$ cat config.mk
export PLATFORM = sky130hd
export DESIGN_NAME = mux21_rr_arbiter_flat
export DESIGN_NICKNAME = d
export VERILOG_FILES = /design/src/rtl/mux21_rr_arbiter_if.sv /design/src/rtl/mux21_rr_arbiter.sv /design/src/flat_wrapper.sv
export SDC_FILE = /design/constraint.sdc
export NUM_CORES = 1
export LEC_CHECK = 0
export BUFFER_PORTS_ARGS = -buffer_cell sky130_fd_sc_hd__buf_2
export CORE_MARGIN = 2
export CORE_UTILIZATION = 59
export CTS_CLUSTER_SIZE = 40
export DETAILED_ROUTE_END_ITERATION = 7
export MAX_ROUTING_LAYER = met4
export PLACE_DENSITY_LB_ADDON = 0.2
export SLEW_MARGIN = 20
export SYNTH_ARGS = -nofsm -noshare
export SYNTH_HDL_FRONTEND = slang
export SYNTH_SLANG_ARGS = --single-unit
export TNS_END_PERCENT = 50
$ cat constraint.sdc
create_clock -name clk -period 4.48 [get_ports clk]
set_clock_uncertainty 0.05 [all_clocks]
set_input_delay 0.448 -clock clk [delete_from_list [all_inputs] [get_ports clk]]
set_output_delay 0.448 -clock clk [all_outputs]
set_load 0.01 [all_outputs]
$ cat src/rtl/mux21_rr_arbiter_if.sv
// rtl/mux21_rr_arbiter_if.sv - request/data/grant bundle between pads and the mux arbiter
interface mux21_rr_arbiter_if #(
    parameter int WIDTH = 1
);
    logic [1:0]       req;
    logic [WIDTH-1:0] in0;
    logic [WIDTH-1:0] in1;
    logic [1:0]       gnt;
    logic             sel;
    logic [WIDTH-1:0] y;
    logic             busy;

    modport master (
        output req, in0, in1,
        input  gnt, sel, y, busy
    );

    modport slave (
        input  req, in0, in1,
        output gnt, sel, y, busy
    );
endinterface

$ cat src/rtl/mux21_rr_arbiter.sv
// rtl/mux21_rr_arbiter.sv - two-requester round-robin arbiter owning a 2:1 mux select
module mux21_rr_arbiter #(
    parameter int WIDTH    = 1,
    parameter int MAX_HOLD = 4
) (
    input  logic              clk,
    input  logic              rst_n,
    input  logic              ena,
    mux21_rr_arbiter_if.slave bus
);
    localparam logic [1:0] S_IDLE = 2'd0;
    localparam logic [1:0] S_GNT0 = 2'd1;
    localparam logic [1:0] S_GNT1 = 2'd2;
    localparam logic [3:0] HOLD_LAST = 4'(MAX_HOLD - 1);

    logic [1:0]       state;
    logic [1:0]       state_nxt;
    logic [3:0]       hold_cnt;
    logic [3:0]       hold_nxt;
    logic             last;
    logic             last_nxt;
    logic [1:0]       gnt_q;
    logic             sel_q;
    logic             busy_q;
    logic             owner;
    logic             own_req;
    logic             oth_req;
    logic [WIDTH-1:0] y_mux;

    function automatic logic [1:0] grant_state(input logic who);
        return who ? S_GNT1 : S_GNT0;
    endfunction

    assign owner   = (state == S_GNT1);
    assign own_req = owner ? bus.req[1] : bus.req[0];
    assign oth_req = owner ? bus.req[0] : bus.req[1];

    always_comb begin
        state_nxt = state;
        hold_nxt  = hold_cnt;
        last_nxt  = last;
        case (state)
            S_IDLE: begin
                // On contention the requester that did not own the mux last goes first.
                if (bus.req[0] && (!bus.req[1] || last)) begin
                    state_nxt = S_GNT0;
                    hold_nxt  = '0;
                end else if (bus.req[1]) begin
                    state_nxt = S_GNT1;
                    hold_nxt  = '0;
                end
            end
            S_GNT0, S_GNT1: begin
                if (!own_req) begin
                    last_nxt  = owner;
                    hold_nxt  = '0;
                    state_nxt = oth_req ? grant_state(!owner) : S_IDLE;
                end else if (oth_req && (hold_cnt == HOLD_LAST)) begin
                    last_nxt  = owner;
                    hold_nxt  = '0;
                    state_nxt = grant_state(!owner);
                end else if (hold_cnt != HOLD_LAST) begin
                    // Saturating keeps a late competitor one cycle away from service.
                    hold_nxt = hold_cnt + 4'd1;
                end
            end
            default: begin
                state_nxt = S_IDLE;
                hold_nxt  = '0;
            end
        endcase
    end

    always_ff @(posedge clk or negedge rst_n) begin
        if (!rst_n) begin
            state    <= S_IDLE;
            hold_cnt <= '0;
            last     <= 1'b1;
            gnt_q    <= 2'b00;
            sel_q    <= 1'b0;
            busy_q   <= 1'b0;
        end else if (ena) begin
            state    <= state_nxt;
            hold_cnt <= hold_nxt;
            last     <= last_nxt;
            gnt_q    <= {state_nxt == S_GNT1, state_nxt == S_GNT0};
            busy_q   <= (state_nxt == S_GNT0) || (state_nxt == S_GNT1);
            // sel is left alone on return to idle; y is gated by gnt instead.
            if (state_nxt == S_GNT0) begin
                sel_q <= 1'b0;
            end else if (state_nxt == S_GNT1) begin
                sel_q <= 1'b1;
            end
        end
    end

    assign y_mux    = (gnt_q != 2'b00) ? (sel_q ? bus.in1 : bus.in0) : '0;
    assign bus.y    = y_mux;
    assign bus.gnt  = gnt_q;
    assign bus.sel  = sel_q;
    assign bus.busy = busy_q;
endmodule

$ cat src/flat_wrapper.sv
// flat-port wrapper written by rule: the top's interface ports become plain ports
module mux21_rr_arbiter_flat 
#(
    parameter int WIDTH    = 1,
    parameter int MAX_HOLD = 4
)
  (clk, rst_n, ena, bus_req, bus_in0, bus_in1, bus_gnt, bus_sel, bus_y, bus_busy);
  mux21_rr_arbiter_if #(.WIDTH(WIDTH)) bus_i ();
  input  logic clk;
  input  logic rst_n;
  input  logic ena;
  input wire logic [$bits(bus_i.req)-1:0] bus_req;
  input wire logic [$bits(bus_i.in0)-1:0] bus_in0;
  input wire logic [$bits(bus_i.in1)-1:0] bus_in1;
  output wire logic [$bits(bus_i.gnt)-1:0] bus_gnt;
  output wire logic [$bits(bus_i.sel)-1:0] bus_sel;
  output wire logic [$bits(bus_i.y)-1:0] bus_y;
  output wire logic [$bits(bus_i.busy)-1:0] bus_busy;
  assign bus_i.req = bus_req;
  assign bus_i.in0 = bus_in0;
  assign bus_i.in1 = bus_in1;
  assign bus_gnt = bus_i.gnt;
  assign bus_sel = bus_i.sel;
  assign bus_y = bus_i.y;
  assign bus_busy = bus_i.busy;
  mux21_rr_arbiter #(.WIDTH(WIDTH), .MAX_HOLD(MAX_HOLD)) u_core (.clk(clk), .rst_n(rst_n), .ena(ena), .bus(bus_i));
endmodule
Yosys cells after proc, flatten, opt, wreduce, memory -nomap -nowiden
Index checks and enable logic that the tools add are counted.
Word-level totals
  register bits after elaboration: 11
  input port bits: 7
  logic and storage cells: 49
Operators by class
  $add $sub $neg: 1
  equality and inequality tests: 9
  multiplexer cells: 21
  reduce and logical (&&, ||, !) cells: 12
Operators with widths (count)
  $mux W4: 5
  $mux W2: 6
  $mux W1: 8
  $pmux W4 S2: 1
  $reduce_and A3 Y1: 2
  $add A4 B1 Y4 const B: 1
  $eq A2 B1 Y1 const B: 2
  $eq A2 B2 Y1 const B: 2
  $eq A4 B2 Y1 const B: 1
  $ne A4 B2 Y1 const B: 1
  $ne A4 B4 Y1 const B: 1
  $pmux W2 S2: 1
  $reduce_bool A2 Y1: 2
  $ne A3 B2 Y1 const B: 1
  $logic_and A1 B1 Y1: 2
  $logic_not A2 Y1: 1
  $logic_or A1 B1 Y1: 2
  $ne A2 B2 Y1 const B: 1
  $reduce_and A2 Y1: 1
  $reduce_or A2 Y1: 1
  $logic_not A1 Y1: 1

Longest topological paths before layout
  word-level depth: 9
  mapped depth: 10
  mapped depth without buffers: 10

Worst setup path before layout
Ideal clock, no wire load.
  kind: reg-to-reg
  from: reg u_core.state[0]
  to: reg u_core.sel_q, in the netlist u_core.bus.sel
  arrival time: 2.028 ns
  required time: 4.304 ns
  setup slack: 2.276 ns
  stages on the path, launching flop included: 11
  period minus slack after synthesis: 2.204 ns
  cells stage by stage: dfrtp_1 -> inv_1 -> ha_1 -> mux2i_1 -> o211ai_2 -> or2_2 -> a21oi_1 -> ha_1 -> nand2b_1 -> nand2_1 -> o21ai_0
On the way
  longest elaborated chain between the ends: 9
RTL lines
  start, declared: RTL line mux21_rr_arbiter.sv:16  | logic [1:0] state;
  start signal, assigned: RTL line mux21_rr_arbiter.sv:83  | state <= state_nxt;
  $eq A2 B2 Y1 (*): RTL line mux21_rr_arbiter.sv:34  | assign owner = (state == S_GNT1);
  named net u_core.owner: RTL line mux21_rr_arbiter.sv:25  | logic owner;
  $mux W1: RTL line mux21_rr_arbiter.sv:36  | assign oth_req = owner ? bus.req[0] : bus.req[1];
  $logic_and A1 B1 Y1: RTL line mux21_rr_arbiter.sv:58  | end else if (oth_req && (hold_cnt == HOLD_LAST)) begin
  $mux W2: RTL line mux21_rr_arbiter.sv:58
  $mux W2: RTL line mux21_rr_arbiter.sv:54  | if (!own_req) begin
  $pmux W2 S2 (*): RTL line mux21_rr_arbiter.sv:42  | case (state)
  named net u_core.state_nxt[1]: RTL line mux21_rr_arbiter.sv:17  | logic [1:0] state_nxt;
  $eq A2 B1 Y1 / $eq A2 B2 Y1 (equally long branches): RTL line mux21_rr_arbiter.sv:89, mux21_rr_arbiter.sv:91
  $reduce_bool A2 Y1 (no line)
  $reduce_and A2 Y1 (no line)
  end signal, assigned: RTL line mux21_rr_arbiter.sv:80  | sel_q <= 1'b0;
  end signal, assigned: RTL line mux21_rr_arbiter.sv:90  | sel_q <= 1'b0;
  end signal, assigned: RTL line mux21_rr_arbiter.sv:92  | sel_q <= 1'b1;
  end, declared: RTL line mux21_rr_arbiter.sv:23  | logic sel_q;
The timed path passes the listed nets; every way through them passes the cells marked *.
A chain may end at the register's enable or synchronous reset.

Worst setup path after layout
Ends and elaborated chain as after synthesis.

==> out/metrics.yaml <==
critPathMaxFanout: 6
synth_top_cell_area_share: 0.303
holdPathStages: 2
synthDistinctLibCells: 39
drc: 0
io_pins: 12
die_area_um2: 1710
hpwl_mm: 1.23
track_usage: 0.256
critPathLaunchType: "flop"
ys_seq_area_frac: 0.335
cts_tree: "built"
core-area_um2: 1300
ff2ff_path_depth: 9
vdd_drop_max_mv: 0.308
syn_avg_cell_area_um2: 9.26
totalWireLength_mm: 1.68
hold_viol: 0
rsz0062_at_grt: "no"
antenna_found_initial: 0
ys_warn_count: 0
numPortBuffers: 11
max_cap_viol_count: 0
cts_root_buffer: "clkbuf_4"
clk_latency_ns: 0.28
cts_sinks: 11
routedWlPerCell_um: 14.5
hold_buffers: 1
viasPerCell: 6.07
die_w_um: 41.4
die_y_um: 41.4
num_rows: 13
ys.flop_type: "dfrtp_1"
yosysTopAreaCell: "dfrtp_1"
synth_nets: 103
drt_iter0_drc: 33
max_freq_ghz: 0.400
critPathArrivalTime_ns: 2.63
synthArstFlopShare: 1.00
path_clk_slew_ns: 0.08
finalPower_w: 0.000503
netlist_top_cells_area: "dfrtp_1 (30%), ha_1 (11%), nand2_1 (5.0%)"
instances_no_fill: 116
drive_above_1_share: 0.248
synth.ff_latch_count: 11
grt_pass1_vias: 633
path_class: "flop to flop"
start_util: 0.634
hp-class: "input port to flop"
grt_max_degree: 12
final.setup.tns_ns: 0
ant_nets: 0
setup_violations: 0
vias: 704
leakagePower_nw: 0.434
clk_path_buf_depth: 2
finalWeightedCongestion: 0.800
post_cts_buffers: 0
syn_area_um2: 825
dr.pass1.iters: 4
synth_edf_count: 0
power_density_nw_per_um2: 557
grt_overflow: 0
cts_resized: 0
fin_nets: 116
synthCells: 89
whs_ns: 0.461
worst_setup_path_end_kind: "flop"
area_growth_pct: 9.41
diodes: 0
period_needed_ns: 2.50
worstMarginPinSlew_ns: 0.438
relSlewSlack: 0.707
status: "complete, no violations"
maxSlewViolCount: 0
fin_crit_sh: 0.558
cts_made_buffers: 3
dp.cells: 111
h-tree-depth: 1
grt_pass1_wl_mm: 2.77
cp.required_ns: 4.61
[per-layer routing]
metal | up-vias | track usage | part of all wire
met5 | - | - | 0
met1 | 331 | 0.320 | 0.47
li1 | 350 | - | -
met4 | 0 | 0.0968 | 0.011
met3 | 4 | 0.0479 | 0.040
met2 | 19 | 0.410 | 0.48
[path summary, 6_finish.rpt]
check | from | to | slack, ns
max | u_core.state[0] | u_core.bus.sel | 1.98
min | ena | u_core.bus.busy | 0.46
max reg2reg | u_core.state[0] | u_core.bus.sel | 1.98
min reg2reg | u_core.hold_cnt[1] | u_core.hold_cnt[1] | 0.49
max in group asynchronous | rst_n | u_core.last | 3.58
min in group asynchronous | rst_n | u_core.bus.gnt[1] | 0.53
[cell usage in the layout, fill, tap and decap left out, types with 2 or more instances in the layout]
cell type / netlist / layout
nand2_1: 11 / 11
buf_2: 1 / 11
dfrtp_1: 10 / 10
nor2_1: 7 / 7
ha_1: 7 / 7
o21ai_0: 6 / 6
inv_1: 4 / 4
a21oi_1: 4 / 4
nand2b_1: 3 / 3
nand3_1: 3 / 3
clkbuf_4: 0 / 3
a32oi_1: 2 / 2
mux2i_1: 2 / 2
mux2_2: 2 / 2
a32o_1: 2 / 2
[metrics by stage]
step | worst slack (ns) | util | instance area [um^2]
floorplan | 2.28 | - | 825
global route | 1.73 | 0.693 | 902
detailed placement | 2.02 | 0.664 | 865
CTS | 1.99 | 0.693 | 902
global placement | 2.06 | 0.664 | 865
finish | 1.98 | 0.693 | 902
[power by group]
group          internal, W  switching (W)
Sequential        0.000134      0.0000284
Clock            0.0000331      0.0000381
Combinational     0.000121       0.000148
Total             0.000288       0.000214
[state kept, by name, indices dropped and copies added, names as in the netlist]
name             cells
u_core.bus.busy      1
u_core.bus.gnt       2
u_core.bus.sel       1
u_core.hold_cnt      4
u_core.last          1
u_core.state         2
[Yosys cell counts (2+ instances only)]
cell	number
nand2_1	11
dfrtp_1	10
ha_1	7
nor2_1	7
o21ai_0	6
a21oi_1	4
inv_1	4
nand2b_1	3
nand3_1	3
a32o_1	2
a32oi_1	2
mux2_2	2
mux2i_1	2
[area by class of cell]
type / instances / area [um^2]
Multi-Input combinational cell: 70 / 499
Fill cell: 104 / 399
Sequential cell: 11 / 277
Timing Repair Buffer: 12 / 65.1
Clock buffer: 3 / 22.5
Tap cell: 15 / 18.8
Inverter: 4 / 15.0
Clock inverter: 1 / 5.00
[critical path, cell delays in order, from the launching register on]
cell	delay [ns]
dfrtp_1	0.43
inv_1	0.11
ha_1	0.31
mux2i_1	0.31
o211ai_2	0.13
or2_2	0.31
a21oi_1	0.16
ha_1	0.24
nand2b_1	0.16
o21ai_0	0.19
[logic make-up (layout without fill, tap and decap cells)]
| kind of cell | after synthesis | count (layout) | synth area share |
|---|---|---|---|
| buf+inv | 8 | 20 | 0.0592 |
| mux | 5 | 5 | 0.0698 |
| compound gates | 26 | 26 | 0.232 |
| simple gates | 32 | 32 | 0.197 |
| flops | 11 | 11 | 0.335 |
| fa+ha+maj | 7 | 7 | 0.106 |
Power figures use the tool's default switching activity.
